--- src/rtl/secuenciador_filtro.sv ---
// Filter sequencer: feeds one sample per PERIOD cycles to a filter,
// collects its result or flags a missed deadline.
module secuenciador_filtro #(
    parameter int WIDTH   = 25,
    parameter int PERIOD  = 16,
    parameter int TIMEOUT = 14
) (
    input  logic             clk,
    input  logic             rst,
    input  logic             s_valid,
    output logic             s_ready,
    input  logic [WIDTH-1:0] s_data,
    output logic             rx,
    output logic [WIDTH-1:0] u,
    input  logic             rx_2,
    input  logic [WIDTH-1:0] y,
    output logic             m_valid,
    output logic [WIDTH-1:0] m_data,
    output logic             timeout_err,
    output logic             busy
);

    localparam int CW = (PERIOD > 2) ? $clog2(PERIOD) : 1;
    localparam logic [CW-1:0] TO_C = CW'(TIMEOUT);
    localparam logic [CW-1:0] HO_C = CW'(PERIOD - 2);

    typedef enum logic [1:0] {
        IDLE,
        STROBE,
        WAIT,
        HOLDOFF
    } state_t;

    state_t           state_q, state_d;
    logic [CW-1:0]    cnt_q, cnt_d;
    logic [WIDTH-1:0] u_q, u_d;
    logic [WIDTH-1:0] mdata_q, mdata_d;
    logic             mv_q, mv_d;
    logic             to_q, to_d;

    always_ff @(posedge clk or negedge rst) begin
        if (!rst) begin
            state_q <= IDLE;
            cnt_q   <= '0;
            u_q     <= '0;
            mdata_q <= '0;
            mv_q    <= 1'b0;
            to_q    <= 1'b0;
        end else begin
            state_q <= state_d;
            cnt_q   <= cnt_d;
            u_q     <= u_d;
            mdata_q <= mdata_d;
            mv_q    <= mv_d;
            to_q    <= to_d;
        end
    end

    always_comb begin
        state_d = state_q;
        cnt_d   = cnt_q;
        u_d     = u_q;
        mdata_d = mdata_q;
        mv_d    = 1'b0;
        to_d    = 1'b0;
        unique case (state_q)
            IDLE: begin
                if (s_valid && s_ready) begin
                    u_d     = s_data;
                    cnt_d   = '0;
                    state_d = STROBE;
                end
            end
            STROBE: begin
                cnt_d   = cnt_q + 1'b1;
                state_d = WAIT;
            end
            WAIT: begin
                cnt_d = cnt_q + 1'b1;
                // A late finish can land exactly on the slot before the next strobe
                if (rx_2) begin
                    mdata_d = y;
                    mv_d    = 1'b1;
                    state_d = (cnt_q == HO_C) ? IDLE : HOLDOFF;
                end else if (cnt_q == TO_C) begin
                    to_d    = 1'b1;
                    state_d = (cnt_q == HO_C) ? IDLE : HOLDOFF;
                end
            end
            HOLDOFF: begin
                cnt_d = cnt_q + 1'b1;
                if (cnt_q == HO_C) begin
                    state_d = IDLE;
                end
            end
            default: state_d = IDLE;
        endcase
    end

    assign s_ready     = rst && (state_q == IDLE);
    assign rx          = (state_q == STROBE);
    assign busy        = (state_q != IDLE);
    assign u           = u_q;
    assign m_data      = mdata_q;
    assign m_valid     = mv_q;
    assign timeout_err = to_q;

endmodule

--- config.mk ---
export PLATFORM = sky130hd
export DESIGN_NAME = secuenciador_filtro
export DESIGN_NICKNAME = d
export VERILOG_FILES = /design/src/rtl/secuenciador_filtro.sv
export SDC_FILE = /design/constraint.sdc
export NUM_CORES = 1
export LEC_CHECK = 0
export ABC_AREA = 0
export BUFFER_PORTS_ARGS = -buffer_cell sky130_fd_sc_hd__buf_4
export CORE_ASPECT_RATIO = 1.4
export CORE_MARGIN = 10
export CORE_UTILIZATION = 30
export DETAILED_ROUTE_END_ITERATION = 6
export GPL_TIMING_DRIVEN = 0
export SLEW_MARGIN = 10
export SYNTH_ARGS = -nofsm -noshare
export SYNTH_HDL_FRONTEND = slang
export SYNTH_SLANG_ARGS = --single-unit
--- constraint.sdc ---
create_clock -name clk -period 1.5 [get_ports clk]
set_clock_uncertainty 0.05 [all_clocks]
set_input_delay 0.3 -clock clk [delete_from_list [all_inputs] [get_ports clk]]
set_output_delay 0.3 -clock clk [all_outputs]
set_load 0.1 [all_outputs]
After elaboration in Yosys (flattened, before gate mapping)
Index checks and enable logic that the tools add are counted.
{ "word_totals": {"reg_bits": 58, "wordCells": 31} }
{ "op_classes": {"eq_ne": 5, "n_addsub": 1, "reduce_logical": 7, "mux": 12} }
{ "op_table": {"columns": ["cell", "count"], "rows": [
  ["$mux W2", 4],
  ["$pmux W2 S4", 1],
  ["$pmux W4 S2", 1],
  ["$mux W1", 5],
  ["$add A4 B1 Y4 const B", 1],
  ["$eq A2 B2 Y1 const B", 2],
  ["$eq A4 B4 Y1 const B", 1],
  ["$mux W4", 1],
  ["$reduce_and A2 Y1", 2],
  ["$reduce_or A3 Y1", 1],
  ["$eq A2 B1 Y1 const B", 1],
  ["$logic_and A1 B1 Y1", 2],
  ["$logic_not A2 Y1", 1],
  ["$ne A2 B2 Y1 const B", 1],
  ["$reduce_bool A2 Y1", 1]
]} }

Logic depth before layout (Yosys ltp)
Gate-level depths: netlist of run 1.
{ "depth": {"depth_word": 5, "depth_mapped": 5, "ltp_nobuf": 5} }

Worst setup path before layout of run 1
Ideal clock, no wire load.
{ "synth_path": {"path_type": "register to output", "start": "register state_q[1]", "end": "output port rx", "required_ns": 1.150, "stages_incl_launch_ff": 2, "path_buffers": 0, "arrival_ns": 1.784, "path_slack_ns": -0.634, "path_cell_list": "dfrtp_1 -> nor2b_1"} }
{ "synth_via": {"elab_chain_len": 1} }
{ "synth_rtl": {"columns": ["element", "line_no", "text"], "rows": [
  ["from (decl)", "34", "state_t state_q, state_d;"],
  ["from (signal assigned)", "50", "state_q <= state_d;"],
  ["$eq A2 B1 Y1", "101", "assign rx = (state_q == STROBE);"],
  ["to (decl)", "13", "output logic rx,"]
]} }
Every way passes these cells.

Final worst setup path of run 1
{ "layout_path": {"start": "register state_q[1]", "end": "register u_q[11] (netlist: u[11])"} }
{ "layout_via": {"elab_chain_len": 4} }
{ "layout_rtl": {"columns": ["element", "line_no", "text"], "rows": [
  ["$logic_not A2 Y1 *", "66, 100", null],
  ["$logic_and A1 B1 Y1", "100", "assign s_ready = rst && (state_q == IDLE);"],
  ["$logic_and A1 B1 Y1", "68", "if (s_valid && s_ready) begin"],
  ["$reduce_and A2 Y1 (no line) *", null, null],
  ["to (signal assigned)", "52", "u_q <= u_d;"],
  ["to (decl)", "36", "logic [WIDTH-1:0] u_q, u_d;"]
]} }
Every way passes the cells marked *; elsewhere a longest branch is shown, timed or not.
A chain may end at the register's enable or synchronous reset.

==> results_dict.tcl, run 1 <==
set metrics [dict create \
    syn_area_sq_mm 0.00223 \
    post-route-period-util_pct 110 \
    die_x_um 92.9 \
    r2r-end "u[11]$_DFFE_PN0P_" \
    violations "hold timing, setup timing" \
    cp_max_fo 5 \
    fmax_mhz 607 \
    cts_sinks 58 \
    grt_pass1_vias 1672 \
    antenna_found_initial 0 \
    hold_viol 58 \
    synth_top_family_by_area "multiplexers" \
    yosysUniqueCellTypes 21 \
    grt_overflow 0 \
    crit_slowest_cell "dfrtp_2" \
    outcome "complete, but fails checks" \
    ant_nets 0 \
    drive_gt1_share_pct 73.0 \
    area_delta_synth_final_pct 67.2 \
    wl_per_cell_um 16.6 \
    dieArea_sq_mm 0.0113 \
    drtIter0Drc 44 \
    cts-root-buf "clkbuf_8" \
    clk_path_buf_depth 2 \
    reg2reg_depth 4 \
    portBuffers 108 \
    coreArea_sq_mm 0.00731 \
    antennaDiodeCount 0 \
    routed_via_density 4.37 \
    place_hpwl_um 4460 \
    vias 1650 \
    crit_cells 4 \
    fp-row-count 37 \
    start_kind "register" \
    htree_levels 3 \
    firstDrtPassIters 4 \
    arrival_ps 1820 \
    initial_core_util_pct 30.5 \
    die_h_um 122 \
    slew-limit-headroom_pct 63.6 \
    timing.hold.ws_ps -123 \
    ios 109 \
    slew_viol_final 0 \
    cts_tree "done" \
    worstPathCellList "buf_6 -> and4bb_4 -> clkbuf_16 -> mux2_4" \
    synthTopCellsByArea "dfrtp_1, mux2_2, buf_4" \
    drv_cap 0 \
    regToRegSetupSlack_ps -150 \
    place_ws_ps -600 \
    muxShareOfSynthArea_pct 25.2 \
    ys_ff_latch 58 \
    tightest_slew_ps 546 \
    synthSimpleGateAreaFrac_pct 4.54 \
    synth-xor-area-share_pct 0.392 \
    setup_violations 32 \
    ys_seq_area_share_pct 65.0 \
    cts-buffers-inserted 9 \
    synthCells 141 \
    clk_latency_ps 340 \
    path_delay_family "flip-flops" \
    clk_pin_slew_ps 60 \
    criticalPathCategory "register to register" \
    synth_top_area_share_pct 65.0 \
    drc 0 \
    syn-num-nets 197 \
    grt_setup_unrepaired "true" \
    grt_util_all_layers_pct 10.7 \
    fin_crit_ps 1650 \
    place_congestion 0.715 \
    grt_first_pass_wirelength_um 9070 \
    hold_class "primary input to async pin" \
    worstPathRequired_ps 1670 \
    synth_compound_area_share_pct 1.40 \
    crit_path_max_incr_delay_ps 440 \
    r2r_start "state_q[1]$_DFFE_PN0P_" \
    yosys.area.top_type "dfrtp_1" \
    avgSynthCellArea_sq_um 15.8 \
    detail_route.wirelength_um 6290 \
    synth_fa_ha_area_share_pct 1.12 \
    fin_nets 333 \
    yosys_warnings 0 \
    grt_max_degree 61 \
    worst_slack_ps -147 \
    crit_path_end_kind "register" \
    path_buf_inv 2 \
]
-- final cells by class --
type,instances,area [sq um]
Multi-Input combinational cell,75,863
Tap cell,97,121
Clock inverter,2,10.0
Clock buffer,13,179
Sequential cell,58,1450
Inverter,3,15.0
Fill cell,675,3580
Buffer,5,71.3
Timing Repair Buffer,125,1020
-- logic make-up after synthesis --
group | count (synthesis)
multiplexers | 50
flip-flops | 58
buffers and inverters | 8
adder cells (fa/ha/maj) | 2
AO/OA/AOI/OAI | 5
XOR/XNOR | 1
AND/OR/NAND/NOR | 17
-- Yosys cell counts (all sizes together) --
library cell and count:
and4bb 1, o211ai 1, nor2 3, nand2b 1, buf 5, nor4b 1
xor2 1, and2 1, o21bai 1, nand3 3, o21ai 2, nor2b 1
inv 3, ha 2, dfrtp 58, mux2 50, nand3b 1, o22ai 1
or3 2, nand2 3
-- what timing repair did --
| action | CTS | global route |
|---|---|---|
| hold endpoints to repair | 58 | 58 |
| setup endpoints to repair | 48 | 41 |
| gates resized for setup | 17 | 37 |
| pin swaps | 1 | 4 |
| buffers inserted | 8 | 7 |
| cloned | 0 | 2 |
-- registers in the layout, indices dropped and copies added, names as in the netlist --
register,flops
m_valid,1
state_q,2
u,25
cnt_q,4
m_data,25
timeout_err,1
-- layer usage --
layer / vias up / share of wire, % / GRT usage, %
met2: 59 / 57 / 18.0
li1: 764 / - / -
met3: 11 / 7.1 / 4.31
met5: - / 0 / 0
met4: 0 / 2.6 / 8.12
met1: 816 / 34 / 10.2
-- per-stage QoR --
step	utilization [%]	cell area (sq um)	hold slack, ps	TNS (ps)	std cells
after floorplan	-	2250	-45.6	-588	141
after global placement	43.5	3180	377	-16160	346
after detailed placement	43.5	3180	382	-17150	346
after CTS	47.8	3490	-112	-3250	369
after global routing	51.1	3730	-90.4	-5960	378
final	51.1	3730	-123	-3660	378
-- worst max-delay path by stage --
stage	start	to	slack [ps]
final	state_q[1]$_DFFE_PN0P_	u[11]$_DFFE_PN0P_	-150
after global routing	state_q[0]$_DFFE_PN0P_	s_ready	-210
after CTS	state_q[1]$_DFFE_PN0P_	s_ready	-160
after detailed placement	rst	u[16]$_DFFE_PN0P_	-600
after global placement	rst	u[17]$_DFFE_PN0P_	-570
after floorplan	state_q[0]$_DFFE_PN0P_	cnt_q[0]$_DFFE_PN0P_	-250
-- cells in the final DEF (no fill, tap or decap), types with 2 or more instances in the layout --
master | netlist | routed
buf_12 | 0 | 2
buf_4 | 4 | 116
buf_6 | 1 | 5
buf_8 | 0 | 5
clkbuf_16 | 0 | 2
clkbuf_8 | 0 | 13
clkinv_2 | 0 | 2
dfrtp_1 | 58 | 56
dfrtp_2 | 0 | 2
ha_1 | 2 | 2
inv_1 | 3 | 2
mux2_2 | 50 | 25
mux2_4 | 0 | 25
nand2_1 | 3 | 3
nand3_1 | 3 | 3
nor2_1 | 3 | 2
or3_1 | 2 | 2
Power of run 1 is not shown: default switching activity piles up to over one toggle a cycle in this logic, so the estimate is an artifact.
==> inputs of run 2 (changes only) <==
Clock period 1.5 ns to 1.33 ns, I/O delays scaled along.
==> results_dict.tcl, run 2 (synthesized netlist as in run 1, its figures left out) <==
set metrics [dict create \
    fmax_mhz 616 \
    setup_violations 58 \
    firstDrtPassIters 4 \
    place_congestion 0.736 \
    tightest_slew_ps 532 \
    cts_tree "done" \
    grt_setup_unrepaired "true" \
    initial_core_util_pct 30.5 \
    cts-root-buf "clkbuf_8" \
    cp_max_fo 6 \
    outcome "complete, but fails checks" \
    slew-limit-headroom_pct 64.5 \
    dp_cells 346 \
    detail_route.wirelength_um 6410 \
    clk_path_buf_depth 2 \
    r2r_start "state_q[1]$_DFFE_PN0P_" \
    clk_pin_slew_ps 70 \
    grt_first_pass_wirelength_um 9530 \
    antennaDiodeCount 0 \
    routed_via_density 4.33 \
    regToRegSetupSlack_ps -280 \
    crit_path_end_kind "output port" \
    start_kind "register" \
    drc 0 \
    stdcell_count 377 \
    htree_levels 3 \
    vias 1633 \
    grt_util_all_layers_pct 10.8 \
    die_h_um 122 \
    violations "hold timing, setup timing" \
    dieArea_sq_mm 0.0113 \
    final_cell_mix "buf_4, dfrtp_1, buf_6" \
    post-route-period-util_pct 122 \
    fp-row-count 37 \
    coreArea_sq_mm 0.00731 \
    worst_slack_ps -293 \
    timing.hold.ws_ps -147 \
    drv_cap 0 \
    cts_sinks 58 \
    die_x_um 92.9 \
    slew_viol_final 0 \
    grt_overflow 0 \
    final_design_area_no_fill_sq_mm 0.00394 \
    drive_gt1_share_pct 71.8 \
    wl_per_cell_um 17.0 \
    area_delta_synth_final_pct 76.5 \
    grt_max_degree 61 \
    criticalPathCategory "register to output port" \
    portBuffers 108 \
    finalSetupTns_ps -12740 \
    arrival_ps 1310 \
    cts-buffers-inserted 9 \
    ant_nets 0 \
    antenna_found_initial 0 \
    hold_viol 58 \
    dpl-instance-area_sq_mm 0.00328 \
    fin_crit_ps 1620 \
    mostFrequentLayoutCell "buf_4" \
    drtIter0Drc 21 \
    cp-startpoint "state_q[0]$_DFFE_PN0P_" \
    worstPathRequired_ps 1010 \
    ios 109 \
    clk_latency_ps 320 \
    grt_pass1_vias 1709 \
    place_hpwl_um 4430 \
    hold_class "primary input to async pin" \
    fin_nets 331 \
]
## run 2: cell types whose count changed in the layout (fill, tap and decap cells not counted), moves of 2 or more
cell / delta
buf_6: +34
buf_16: +2
buf_8: -3
clkbuf_8: -3
bufinv_16: +2
clkbuf_16: -2
buf_4: -38
mux2_4: +9
mux2_2: -9
buf_12: +5
## run 2: worst max-delay path, stage by stage (launching register included)
cell	delay, ps
dfrtp_2	460
nor2_4	170
and2_4	180
buf_12	170
## run 2: worst paths after layout
path                                                to  cells after the start
worst max register to register       u[17]$_DFFE_PN0P_                      4
worst min-delay path                 m_valid$_DFF_PN0_                      1
worst max-delay path                           s_ready                      3
min in group clk                 timeout_err$_DFF_PN0_                      2
worst min register to register  m_data[23]$_DFFE_PN0P_                      1
max in group asynchronous       state_q[1]$_DFFE_PN0P_                      1
## run 2: final cells by class
type	count	area (sq um)
Sequential cell	58	1450
Clock inverter	5	77.6
Clock buffer	11	141
Timing Repair Buffer	125	1190
Buffer	3	60.1
Multi-Input combinational cell	75	882
Inverter	3	15.0
Tap cell	97	121
Fill cell	644	3370
## run 2: timing repair
action                                  4_1_cts  5_1_grt
gates cloned                                  2        0
pin swaps                                     2        0
endpoints found under the setup margin       59       85
hold endpoints to repair                     58       58
resized for setup                            32       42
setup buffers                                11        4
## run 2: metrics by stage
step / setup WS, ps / util (%)
after floorplan: -419 / -
final: -293 / 53.9
after global placement: -696 / 44.9
after detailed placement: -691 / 44.9
after CTS: -303 / 51.7
after global routing: -353 / 53.9
## run 2: per-layer routing
metal | vias up | routed length [um] | global-route usage, %
li1 | 763 | - | -
met1 | 796 | 2490 | 12.0
met2 | 67 | 3330 | 17.7
met3 | 7 | 510 | 4.62
met4 | 0 | 82 | 4.93
met5 | - | 0 | 0
Power of run 2 is left out for the same reason.
==> inputs of run 3 (changes only) <==
Settings changed: CELL_PAD_IN_SITES_DETAIL_PLACEMENT from default to 1, CELL_PAD_IN_SITES_GLOBAL_PLACEMENT from default to 2, CORE_UTILIZATION 30 to 26, PLACE_DENSITY_LB_ADDON from default to 0.1.
==> results_dict.tcl, run 3 (synthesized netlist as in run 1, its figures left out) <==
set metrics [dict create \
    vias 1644 \
    slew-limit-headroom_pct 69.4 \
    fillers 862 \
    slew_viol_final 0 \
    path_buf_inv 1 \
    grt_pass1_vias 1806 \
    place_hpwl_um 4860 \
    initial_core_util_pct 26.9 \
    start_kind "register" \
    final_cell_mix "buf_4, dfrtp_1, mux2_4, mux2_2, clkbuf_16" \
    cp_max_fo 5 \
    portBuffers 108 \
    outcome "complete, but fails checks" \
    path_delay_family "flip-flops" \
    drc 0 \
    area_delta_synth_final_pct 72.5 \
    grt_util_all_layers_pct 10.1 \
    drv_cap 0 \
    worstPathRequired_ps 1010 \
    ant_nets 0 \
    detail_route.wirelength_um 6650 \
    htree_levels 3 \
    die_h_um 130 \
    coreArea_sq_mm 0.00830 \
    finalSetupTns_ps -7920 \
    clk_pin_slew_ps 50 \
    cts_tree "done" \
    cts_sinks 58 \
    post-route-period-util_pct 121 \
    final_design_area_no_fill_sq_mm 0.00385 \
    dieArea_sq_mm 0.0127 \
    die_x_um 98.3 \
    cts-buffers-inserted 9 \
    ios 109 \
    crit_path_end_kind "output port" \
    multi_input_area_sq_um 853 \
    cts-root-buf "clkbuf_16" \
    dp_cells 351 \
    firstDrtPassIters 3 \
    hold_class "primary input to async pin" \
    fin_crit_ps 1610 \
    grt_overflow 0 \
    mostFrequentLayoutCell "buf_4" \
    setup_violations 55 \
    crit_path_max_incr_delay_ps 440 \
    grt_max_degree 61 \
    hold_viol 58 \
    fmax_mhz 620 \
    grt_first_pass_wirelength_um 10000 \
    fin_nets 330 \
    stdcell_count 381 \
    drtIter0Drc 25 \
    tightest_slew_ps 458 \
    worstPathCellList "nor2_4 -> and2_4 -> buf_12" \
    dpl-instance-area_sq_mm 0.00329 \
    place_congestion 0.673 \
    criticalPathCategory "register to output port" \
    routed_via_density 4.31 \
    clk_latency_ps 320 \
    regArea_sq_mm 0.00145 \
    violations "hold timing, setup timing" \
    clk_path_buf_depth 2 \
    arrival_ps 1300 \
    crit_slowest_cell "dfrtp_2" \
    fp-row-count 39 \
    wl_per_cell_um 17.5 \
    grt_setup_unrepaired "true" \
    worst_slack_ps -283 \
    drive_gt1_share_pct 72.0 \
    antennaDiodeCount 0 \
    timing.hold.ws_ps -174 \
    antenna_found_initial 0 \
]
-- run 3: cell count changes in the layout (fill, tap and decap cells not counted), moves of 9 or more --
cell,before,now
buf_4,78,107
buf_6,39,9
clkbuf_16,0,10
clkbuf_8,10,0
mux2_2,16,25
mux2_4,34,25
-- run 3: layer usage --
layer | share of wire, % | vias up | track usage [%]
met4 | 1.1 | 0 | 4.56
met3 | 6.9 | 9 | 4.26
met2 | 55 | 60 | 17.3
met1 | 37 | 816 | 10.7
li1 | - | 759 | -
met5 | 0 | - | 0
-- run 3: final cells by class --
cell class              count  share of cell area (%)
clock buffers              10                    5.94
inverters                   3                   0.390
clock inverters             6                    1.49
multi-input cells          75                    22.1
repair buffers            123                    27.2
well taps                 102                    3.31
plain buffers               4                    1.82
flip-flops and latches     58                    37.7
-- run 3: path summary, 6_finish.rpt --
check | from | end | slack (ps) | depth (start not counted)
worst max-delay path | state_q[1]$_DFFE_PN0P_ | s_ready | -280 | 3
worst min-delay path | rst | u[16]$_DFFE_PN0P_ | -170 | 1
worst max register to register | state_q[0]$_DFFE_PN0P_ | u[6]$_DFFE_PN0P_ | -250 | 4
worst min register to register | m_data[0]$_DFFE_PN0P_ | m_data[0]$_DFFE_PN0P_ | 460 | 1
max in group asynchronous | rst | state_q[1]$_DFFE_PN0P_ | 1040 | 1
min in group clk | rx_2 | timeout_err$_DFF_PN0_ | 100 | 2
-- run 3: what timing repair did --
action	CTS	global route
setup endpoints to repair	58	62
pin swaps	2	2
gates cloned	1	1
hold endpoints to repair	58	58
resized for setup	14	21
buffers inserted	4	9
-- run 3: stage by stage --
stage / utilization, % / setup WS (ps)
2_1_floorplan: - / -419
3_3_place_gp: 39.7 / -755
3_5_place_dp: 39.7 / -747
4_1_cts: 44.5 / -301
5_1_grt: 46.5 / -334
6_report: 46.5 / -283
-- run 3: worst reg2reg max path: stages, from the launching register on --
cell and delay (ps):
dfrtp_2 450, and4bb_4 440, buf_12 130, buf_16 110, mux2_4 290
Power of run 3 is left out for the same reason.
